## src/rtl/morse_code_keyer.sv

```systemverilog
// Timed Morse keyer: accepts ASCII over valid/ready and keys dots, dashes and gaps.
// Optional sidetone output is enabled with `define MORSE_KEYER_SIDETONE_EN.
module morse_code_keyer #(
  parameter int unsigned UNIT_CYCLES      = 50000,
  parameter int unsigned DASH_UNITS       = 3,
  parameter int unsigned LETTER_GAP_UNITS = 3,
  parameter int unsigned WORD_GAP_UNITS   = 7,
  parameter int unsigned CASE_FOLD        = 1
`ifdef MORSE_KEYER_SIDETONE_EN
  ,
  parameter int unsigned TONE_HALF_CYCLES = 250
`endif
) (
  input  logic       clk,
  input  logic       rst,
  input  logic [7:0] char_in,
  input  logic       char_valid,
  output logic       char_ready,
  output logic       key_out,
  output logic       busy,
  output logic       etx_done,
  output logic       err_invalid
`ifdef MORSE_KEYER_SIDETONE_EN
  ,
  output logic       tone_out
`endif
);

  localparam int unsigned MAXU_A = (DASH_UNITS > LETTER_GAP_UNITS) ? DASH_UNITS : LETTER_GAP_UNITS;
  localparam int unsigned MAXU   = (MAXU_A > WORD_GAP_UNITS) ? MAXU_A : WORD_GAP_UNITS;
  localparam int unsigned CW     = $clog2(MAXU * UNIT_CYCLES + 1);
  localparam int unsigned WORD_PROD = (WORD_GAP_UNITS - LETTER_GAP_UNITS) * UNIT_CYCLES;

  localparam logic [CW-1:0] UNIT_LOAD   = CW'(UNIT_CYCLES - 1);
  localparam logic [CW-1:0] DASH_LOAD   = CW'(DASH_UNITS * UNIT_CYCLES - 1);
  localparam logic [CW-1:0] LETTER_LOAD = CW'(LETTER_GAP_UNITS * UNIT_CYCLES - 1);
  localparam logic [CW-1:0] WORD_LOAD   = CW'((WORD_PROD == 0) ? 0 : WORD_PROD - 1);

  typedef enum logic [2:0] {IDLE, MARK, ELEM_GAP, LETTER_GAP, WORD_GAP} state_e;
  typedef enum logic [1:0] {K_SYM, K_SPACE, K_ETX, K_BAD} kind_e;

  typedef struct packed {
    kind_e      kind;
    logic [2:0] len;
    logic [4:0] pat;
  } code_t;

  // Pattern bits are sent from pat[len-1] down to pat[0]; 1 = dash.
  function automatic code_t decode(input logic [7:0] c);
    code_t      r;
    logic [7:0] u;
    r = '{K_BAD, 3'd0, 5'd0};
    u = c;
    if (CASE_FOLD != 0 && c >= 8'h61 && c <= 8'h7A) u = c - 8'h20;
    case (u)
      8'h41: r = '{K_SYM, 3'd2, 5'b00001};
      8'h42: r = '{K_SYM, 3'd4, 5'b01000};
      8'h43: r = '{K_SYM, 3'd4, 5'b01010};
      8'h44: r = '{K_SYM, 3'd3, 5'b00100};
      8'h45: r = '{K_SYM, 3'd1, 5'b00000};
      8'h46: r = '{K_SYM, 3'd4, 5'b00010};
      8'h47: r = '{K_SYM, 3'd3, 5'b00110};
      8'h48: r = '{K_SYM, 3'd4, 5'b00000};
      8'h49: r = '{K_SYM, 3'd2, 5'b00000};
      8'h4A: r = '{K_SYM, 3'd4, 5'b00111};
      8'h4B: r = '{K_SYM, 3'd3, 5'b00101};
      8'h4C: r = '{K_SYM, 3'd4, 5'b00100};
      8'h4D: r = '{K_SYM, 3'd2, 5'b00011};
      8'h4E: r = '{K_SYM, 3'd2, 5'b00010};
      8'h4F: r = '{K_SYM, 3'd3, 5'b00111};
      8'h50: r = '{K_SYM, 3'd4, 5'b00110};
      8'h51: r = '{K_SYM, 3'd4, 5'b01101};
      8'h52: r = '{K_SYM, 3'd3, 5'b00010};
      8'h53: r = '{K_SYM, 3'd3, 5'b00000};
      8'h54: r = '{K_SYM, 3'd1, 5'b00001};
      8'h55: r = '{K_SYM, 3'd3, 5'b00001};
      8'h56: r = '{K_SYM, 3'd4, 5'b00001};
      8'h57: r = '{K_SYM, 3'd3, 5'b00011};
      8'h58: r = '{K_SYM, 3'd4, 5'b01001};
      8'h59: r = '{K_SYM, 3'd4, 5'b01011};
      8'h5A: r = '{K_SYM, 3'd4, 5'b01100};
      8'h30: r = '{K_SYM, 3'd5, 5'b11111};
      8'h31: r = '{K_SYM, 3'd5, 5'b01111};
      8'h32: r = '{K_SYM, 3'd5, 5'b00111};
      8'h33: r = '{K_SYM, 3'd5, 5'b00011};
      8'h34: r = '{K_SYM, 3'd5, 5'b00001};
      8'h35: r = '{K_SYM, 3'd5, 5'b00000};
      8'h36: r = '{K_SYM, 3'd5, 5'b10000};
      8'h37: r = '{K_SYM, 3'd5, 5'b11000};
      8'h38: r = '{K_SYM, 3'd5, 5'b11100};
      8'h39: r = '{K_SYM, 3'd5, 5'b11110};
      8'h20: r = '{K_SPACE, 3'd0, 5'd0};
      8'h03: r = '{K_ETX, 3'd0, 5'd0};
      default: r = '{K_BAD, 3'd0, 5'd0};
    endcase
    return r;
  endfunction

  state_e        state_q, state_d;
  logic [CW-1:0] cnt_q, cnt_d;
  logic [2:0]    idx_q, idx_d;
  logic [4:0]    pat_q, pat_d;
  logic          etx_q, etx_d;
  logic          err_q, err_d;

  code_t      code;
  logic [2:0] first_idx;
  logic [2:0] next_idx;

  always_ff @(posedge clk) begin
    if (rst) begin
      state_q <= IDLE;
      cnt_q   <= '0;
      idx_q   <= '0;
      pat_q   <= '0;
      etx_q   <= 1'b0;
      err_q   <= 1'b0;
    end else begin
      state_q <= state_d;
      cnt_q   <= cnt_d;
      idx_q   <= idx_d;
      pat_q   <= pat_d;
      etx_q   <= etx_d;
      err_q   <= err_d;
    end
  end

  always_comb begin
    state_d   = state_q;
    cnt_d     = cnt_q;
    idx_d     = idx_q;
    pat_d     = pat_q;
    etx_d     = 1'b0;
    err_d     = 1'b0;
    code      = decode(char_in);
    first_idx = code.len - 3'd1;
    next_idx  = idx_q - 3'd1;
    case (state_q)
      IDLE: begin
        if (char_valid) begin
          case (code.kind)
            K_SYM: begin
              state_d = MARK;
              idx_d   = first_idx;
              pat_d   = code.pat;
              cnt_d   = code.pat[first_idx] ? DASH_LOAD : UNIT_LOAD;
            end
            K_SPACE: begin
              state_d = WORD_GAP;
              cnt_d   = WORD_LOAD;
            end
            K_ETX:   etx_d = 1'b1;
            default: err_d = 1'b1;
          endcase
        end
      end
      MARK: begin
        if (cnt_q == '0) begin
          if (idx_q != 3'd0) begin
            state_d = ELEM_GAP;
            cnt_d   = UNIT_LOAD;
          end else begin
            state_d = LETTER_GAP;
            cnt_d   = LETTER_LOAD;
          end
        end else begin
          cnt_d = cnt_q - 1'b1;
        end
      end
      ELEM_GAP: begin
        if (cnt_q == '0) begin
          state_d = MARK;
          idx_d   = next_idx;
          cnt_d   = pat_q[next_idx] ? DASH_LOAD : UNIT_LOAD;
        end else begin
          cnt_d = cnt_q - 1'b1;
        end
      end
      LETTER_GAP, WORD_GAP: begin
        if (cnt_q == '0) state_d = IDLE;
        else             cnt_d   = cnt_q - 1'b1;
      end
      default: state_d = IDLE;
    endcase
  end

  assign char_ready  = (state_q == IDLE);
  assign busy        = (state_q != IDLE);
  assign key_out     = (state_q == MARK);
  assign etx_done    = etx_q;
  assign err_invalid = err_q;

`ifdef MORSE_KEYER_SIDETONE_EN
  localparam int unsigned TW = (TONE_HALF_CYCLES > 1) ? $clog2(TONE_HALF_CYCLES) : 1;

  logic [TW-1:0] tcnt_q, tcnt_d;
  logic          tone_q, tone_d;

  // The tone restarts from 0 at the start of every mark.
  always_comb begin
    tcnt_d = '0;
    tone_d = 1'b0;
    if (key_out) begin
      if (tcnt_q == TW'(TONE_HALF_CYCLES - 1)) begin
        tone_d = ~tone_q;
      end else begin
        tone_d = tone_q;
        tcnt_d = tcnt_q + 1'b1;
      end
    end
  end

  always_ff @(posedge clk) begin
    if (rst) begin
      tcnt_q <= '0;
      tone_q <= 1'b0;
    end else begin
      tcnt_q <= tcnt_d;
      tone_q <= tone_d;
    end
  end

  assign tone_out = tone_q & key_out;
`endif

endmodule

```

## config.mk

```make
export PLATFORM = sky130hd
export DESIGN_NAME = morse_code_keyer
export DESIGN_NICKNAME = d
export VERILOG_FILES = /design/src/rtl/morse_code_keyer.sv
export SDC_FILE = /design/constraint.sdc
export NUM_CORES = 1
export LEC_CHECK = 0
export ABC_AREA = 1
export CAP_MARGIN = 5
export CORE_UTILIZATION = 42
export CTS_CLUSTER_SIZE = 16
export DETAILED_ROUTE_END_ITERATION = 6
export PLACE_DENSITY_LB_ADDON = 0.12
export REMOVE_ABC_BUFFERS = 1
export SYNTH_ARGS = -nofsm -noshare
export SYNTH_HDL_FRONTEND = slang
export SYNTH_SLANG_ARGS = --single-unit
```

## constraint.sdc

```tcl
create_clock -name clk -period 4.4 [get_ports clk]
set_input_delay 1.1 -clock clk [delete_from_list [all_inputs] [get_ports clk]]
set_output_delay 1.1 -clock clk [all_outputs]
set_load 0.1 [all_outputs]
```

==> results of run 1 <==
-- power by group --
part / switching (mW) / internal (mW) / total (mW)
combinational: 0.699 / 0.337 / 1.04
sequential: 0.0680 / 0.366 / 0.433
clock: 0.118 / 0.168 / 0.286
-- logic make-up (layout without fill, tap and decap cells) --
logic type	after synthesis	after routing	synth area share, %
AOI/OAI and AO/OA	98	98	21.1
xor gates and xnor gates	15	15	4.80
adders and majority gates	12	12	5.49
buffers and inverters	64	85	9.38
DFF	32	32	23.4
and+or+nand+nor	218	218	35.8
-- flip-flops by register name, summed over array words and instances, names as in the netlist --
name and count:
cnt_q 19, pat_q 5, etx_done 1, idx_q 3, state_q 3, err_invalid 1
-- layer usage --
metal / routed length [um] / vias up / GRT usage (%)
met5: 0 / - / 0
met4: 86 / 0 / 5.00
met3: 220 / 9 / 2.97
met2: 3320 / 50 / 38.0
met1: 3700 / 1309 / 30.9
li1: - / 1500 / -
-- cells in the mapped netlist, types with 2 or more instances --
| cell type | count |
|---|---|
| nand2_2 | 3 |
| a21oi_1 | 30 |
| xor2_1 | 9 |
| nand2_1 | 93 |
| inv_1 | 52 |
| nand3_1 | 42 |
| buf_6 | 2 |
| clkbuf_1 | 5 |
| nor2_2 | 6 |
| ha_1 | 12 |
| nor3_1 | 8 |
| nor2_1 | 51 |
| a211oi_1 | 5 |
| a221oi_2 | 2 |
| nand4_1 | 5 |
| dfxtp_1 | 32 |
| o21ai_0 | 45 |
| a31oi_1 | 4 |
| inv_2 | 3 |
| o221ai_1 | 2 |
| xnor2_1 | 6 |
| o211ai_1 | 2 |
| nand3_2 | 2 |
-- cell type report --
class	count	area [um^2]
Inverter	56	211
Sequential cell	32	641
Timing Repair Buffer	21	190
Fill cell	679	3230
Clock buffer	6	72.6
Multi-Input combinational cell	343	1840
Tap cell	77	96.3
Clock inverter	2	35.0
-- worst max-delay path, cell delays in order --
cell             delay (ns)
clkdlybuf4s50_1        0.57
inv_1                  0.22
ha_1                   0.20
inv_1                  0.06
nand2_1                0.08
nor2_1                 0.05
nor2_2                 0.18
nand2_4                0.10
nand2_2                0.20
nand2_1                0.09
nand2_1                0.10
nand3_1                0.12
ha_1                   0.36
inv_1                  0.07
nand3_1                0.07
nand3_1                0.10
nand3_1                0.16
nand3_1                0.13
a21oi_1                0.07
-- worst max-delay path by stage --
stage / from / endpoint / slack (ns) / cells past startpoint
6_report: char_in[1] / cnt_q[15] / 0.53 / 19
3_5_place_dp: char_in[1] / cnt_q[15] / 0.24 / 19
3_3_place_gp: char_in[1] / cnt_q[15] / 0.38 / 18
2_1_floorplan: state_q[1] / busy / 0.33 / 4
5_1_grt: char_in[1] / cnt_q[11] / 0.19 / 20
4_1_cts: char_in[1] / cnt_q[15] / 0.54 / 19
==> flow_metrics.env, run 1 <==
export IMPL_status="completed"
export IMPL_drive_above_1_share_pct=8.26
export IMPL_yosys_register_bits=32
export IMPL_start_util_pct=43.3
export IMPL_hp_start="cnt_q[0]"
export IMPL_leakage_nw=1.41
export IMPL_dpl_hpwl_mm=5.65
export IMPL_cts_sinks=32
export IMPL_gp_congestion=0.913
export IMPL_wl_mm=7.32
export IMPL_synth_largest_area_cell="dfxtp_1"
export IMPL_grt_pass1_wl_mm=11.9
export IMPL_final_cell_mix="93 x nand2_1, 52 x inv_1, 51 x nor2_1"
export IMPL_tightest_slew_ns=0.970
export IMPL_dpl_instance_area_um2=2980
export IMPL_syn_area_um2=2740
export IMPL_synth_edf_count=0
export IMPL_synthCells=439
export IMPL_clkTransAtPathRegs_ns=0.07
export IMPL_yosys_area_top_type_share_pct=23.4
export IMPL_synthTopCellsByArea="dfxtp_1 23%, nand2_1 13%, o21ai_0 8.2%"
export IMPL_overflow=0
export IMPL_design_area_um2=3080
export IMPL_r2r_slack_ns=1.94
export IMPL_dp_slack_ns=0.245
export IMPL_die_x_um=82.7
export IMPL_antenna_found_initial=0
export IMPL_ys_seq_area_share_pct=23.4
export IMPL_hold_slack_ns=0.457
export IMPL_drtAntennaViolNets=0
export IMPL_syn_area_per_cell_um2=6.23
export IMPL_n_antenna_cell=0
export IMPL_timing_final_crit_share_pct=87.9
export IMPL_dp_cells=529
export IMPL_drt_iter0_drc=198
export IMPL_critPathKind="primary input to flip-flop"
export IMPL_routed_via_count=2868
export IMPL_fp_dieH_um=82.7
export IMPL_cp_max_fo=11
export IMPL_worstReg2RegEnd="cnt_q[17]"
export IMPL_slew_limit_headroom_pct=35.2
export IMPL_tritoncts="built"
export IMPL_cts_resized_gates=0
export IMPL_crit_required_ns=4.56
export IMPL_synth_ff_type="dfxtp_1"
export IMPL_finalHoldViolCount=0
export IMPL_grt_usage_pct=22.7
export IMPL_numPortBuffers=15
export IMPL_drc=0
export IMPL_final_common_cell="nand2_1"
export IMPL_worst_setup_path_start_kind="primary input"
export IMPL_maxCapViolations=0
export IMPL_areaGrowthSynthToFinish_pct=12.8
export IMPL_fin_ws_ns=0.533
export IMPL_worstPathArrival_ns=4.03
export IMPL_holdBufCountCts=0
export IMPL_setup_viol_count_final=0
export IMPL_cellPowerDensity_nw_per_um2=569
export IMPL_cts_root_buf="clkbuf_8"
export IMPL_rows=29
export IMPL_dieArea_um2=6840
export IMPL_via_per_inst=5.34
export IMPL_fmax_mhz=259
export IMPL_htreeDepth=2
export IMPL_ys_warn_count=0
export IMPL_final_util_pct=48.9
export IMPL_hold_depth=1
export IMPL_rsz0062_at_grt="no"
export IMPL_fin_nets=482
export IMPL_dr_pass1_iters=4
export IMPL_grt_pass1_vias=2543
export IMPL_core_area_um2=6310
export IMPL_instances_no_fill=537
export IMPL_power_total_mw=1.76
export IMPL_critPathCaptureType="flip-flop"
export IMPL_r2r_start="cnt_q[1]"
export IMPL_clk_latency_ns=0.28
export IMPL_clk_path_buf_depth=2
export IMPL_whs_endpoint="cnt_q[0]"
export IMPL_io_pins=16
export IMPL_skew_ns=0.00724
export IMPL_report_final_slew_viol_count=0
export IMPL_wl_per_cell_um=13.6
export IMPL_synth_distinct_cells=41
export IMPL_cts_made_buffers=5
export IMPL_post_cts_buffers=0
export IMPL_synthArstFlopShare_pct=0
export IMPL_reg2reg_depth=17
export IMPL_grt_max_degree=18
export IMPL_ir_worst_vdd_v=0.000470
export IMPL_hold_path_class="flip-flop to flip-flop"
export IMPL_period_needed_ns=3.87
export IMPL_fin_setup_tns_ns=0
No activity file was read; power rests on OpenSTA's default activity.
==> run 2, diff against run 1 <==
--- a/config.mk
+++ b/config.mk
@@ -7,6 +7,8 @@
 export LEC_CHECK = 0
 export ABC_AREA = 1
 export CAP_MARGIN = 5
+export CORE_ASPECT_RATIO = 1.2
+export CORE_MARGIN = 1.5
 export CORE_UTILIZATION = 42
 export CTS_CLUSTER_SIZE = 16
 export DETAILED_ROUTE_END_ITERATION = 6
==> run 2 against run 1 <==
- non-clock buffer count increased by 2
- total power increased by 0.78%
- clock skew increased by 0.0043 ns
- critical path depth unchanged
- clock power about the same
- sequential share of layout area decreased by 0.19 points
- final area increased by 0.93%
- worst setup slack got worse by 0.012 ns
==> flow_metrics.env, run 2 (synthesis gave the netlist of run 1 again) <==
export IMPL_drtAntennaViolNets=0
export IMPL_core_area_um2=6370
export IMPL_reg2reg_depth=17
export IMPL_rows=32
export IMPL_antenna_found_initial=0
export IMPL_clk_path_buf_depth=2
export IMPL_cts_sinks=32
export IMPL_top_register="cnt_q"
export IMPL_crit_required_ns=4.58
export IMPL_via_per_inst=5.27
export IMPL_fmax_mhz=258
export IMPL_numPortBuffers=15
export IMPL_grt_pass1_vias=2803
export IMPL_areaGrowthSynthToFinish_pct=13.8
export IMPL_fin_setup_tns_ns=0
export IMPL_slew_limit_headroom_pct=35.3
export IMPL_worst_setup_path_start_kind="primary input"
export IMPL_setup_worst_path_start="char_in[1]"
export IMPL_setup_viol_count_final=0
export IMPL_rsz0062_at_grt="no"
export IMPL_grt_pass1_wl_mm=12.3
export IMPL_wl_per_cell_um=13.5
export IMPL_cellPowerDensity_nw_per_um2=568
export IMPL_cts_resized_gates=0
export IMPL_r2r_start="cnt_q[1]"
export IMPL_critPathCaptureType="flip-flop"
export IMPL_critPathKind="primary input to flip-flop"
export IMPL_worstReg2RegEnd="cnt_q[17]"
export IMPL_drt_iter0_drc=99
export IMPL_gp_congestion=0.972
export IMPL_dp_cells=539
export IMPL_fin_nets=484
export IMPL_die_x_um=76.7
export IMPL_hold_path_class="flip-flop to flip-flop"
export IMPL_grt_usage_pct=21.6
export IMPL_io_pins=16
export IMPL_leakage_nw=1.42
export IMPL_htreeDepth=2
export IMPL_period_needed_ns=3.88
export IMPL_drive_above_1_share_pct=8.87
export IMPL_clk_latency_ns=0.30
export IMPL_worstPathArrival_ns=4.06
export IMPL_finalHoldViolCount=0
export IMPL_r2r_slack_ns=1.91
export IMPL_dp_slack_ns=0.239
export IMPL_cts_made_buffers=5
export IMPL_fin_ws_ns=0.521
export IMPL_maxCapViolations=0
export IMPL_clkTransAtPathRegs_ns=0.08
export IMPL_timing_final_crit_share_pct=88.1
export IMPL_post_cts_buffers=0
export IMPL_tritoncts="built"
export IMPL_overflow=0
export IMPL_cts_root_buf="clkbuf_8"
export IMPL_dieArea_um2=7010
export IMPL_report_final_slew_viol_count=0
export IMPL_fp_dieH_um=91.4
export IMPL_skew_ns=0.0115
export IMPL_start_util_pct=43.0
export IMPL_wl_mm=7.41
export IMPL_cp_max_fo=11
export IMPL_dr_pass1_iters=4
export IMPL_crit_end="cnt_q[15]"
export IMPL_dpl_hpwl_mm=5.72
export IMPL_status="completed"
export IMPL_ir_worst_vdd_v=0.000265
export IMPL_final_common_cell="nand2_1"
export IMPL_drc=0
export IMPL_largest_reg_flops=19
export IMPL_routed_via_count=2881
export IMPL_grt_max_degree=19
export IMPL_reg_top3="cnt_q: 19 flops, pat_q: 5 flops"
export IMPL_tightest_slew_ns=0.968
export IMPL_final_cell_mix="93 x nand2_1, 52 x inv_1, 51 x nor2_1"
export IMPL_n_antenna_cell=0
export IMPL_instances_no_fill=547
export IMPL_holdBufCountCts=0
-- run 2: cell count changes in the layout (fill, tap and decap cells not counted) --
cell | before | now
clkbuf_1 | 1 | 0
clkinvlp_4 | 0 | 1
buf_4 | 8 | 10
-- run 2: through the flow --
stage | cell area (um^2) | hold slack [ns] | power [mW] | util (%)
global placement | 3000 | 0.444 | 1.47 | 47.2
CTS | 3110 | 0.456 | 1.77 | 48.9
global route | 3110 | 0.498 | 1.92 | 48.9
finish | 3110 | 0.457 | 1.77 | 48.9
floorplan | 2690 | 0.423 | 1.22 | -
detailed placement | 3000 | 0.447 | 1.48 | 47.2
-- run 2: metal layers --
layer	global-route usage [%]	part of all wire, %	up-vias
met1	22.7	40	1294
met4	9.57	2.5	0
met5	0	0	-
met3	2.41	3.6	15
met2	42.1	54	69
li1	-	-	1503
-- run 2: worst min-delay path by stage --
| stage | slack (ns) | startpoint | depth (start not counted) | to |
|---|---|---|---|---|
| 3_3_place_gp | 0.44 | cnt_q[0] | 1 | cnt_q[0] |
| 5_1_grt | 0.50 | pat_q[0] | 2 | pat_q[0] |
| 4_1_cts | 0.46 | cnt_q[0] | 1 | cnt_q[0] |
| 2_1_floorplan | 0.42 | cnt_q[0] | 1 | cnt_q[0] |
| 3_5_place_dp | 0.45 | cnt_q[0] | 1 | cnt_q[0] |
| 6_report | 0.46 | cnt_q[0] | 1 | cnt_q[0] |
-- run 2: cell type report --
type                       count  area (um^2)
clock buffer                   5         68.8
clock inverter                 3         42.5
fill                         653         3250
inverter                      56          211
multi-input combinational    343         1840
sequential                    32          641
tap                           85          106
timing repair buffer          23          205
-- run 2: worst max-delay path, cell delays in order --
cell and delay, ns:
clkdlybuf4s50_1 0.56, inv_1 0.22, ha_1 0.21, inv_1 0.06
nand2_1 0.08, nor2_1 0.05, nor2_2 0.18, nand2_4 0.10
nand2_2 0.19, nand2_1 0.08, nand2_1 0.10, nand3_1 0.13
ha_1 0.37, inv_1 0.07, nand3_1 0.07, nand3_1 0.11
nand3_1 0.18, nand3_1 0.14, a21oi_1 0.06
-- run 2: power breakdown --
group / internal, mW / switching, mW
clock network: 0.168 / 0.122
logic: 0.340 / 0.708
registers: 0.365 / 0.0659
==> run 3, diff against run 2 <==
--- a/config.mk
+++ b/config.mk
@@ -6,6 +6,7 @@
 export NUM_CORES = 1
 export LEC_CHECK = 0
 export ABC_AREA = 1
+export ABC_CLOCK_PERIOD_IN_PS = 4400
 export CAP_MARGIN = 5
 export CORE_ASPECT_RATIO = 1.2
 export CORE_MARGIN = 1.5
==> results of run 3 <==
No change in the layout: final DEF, timing and power equal those of run 2.
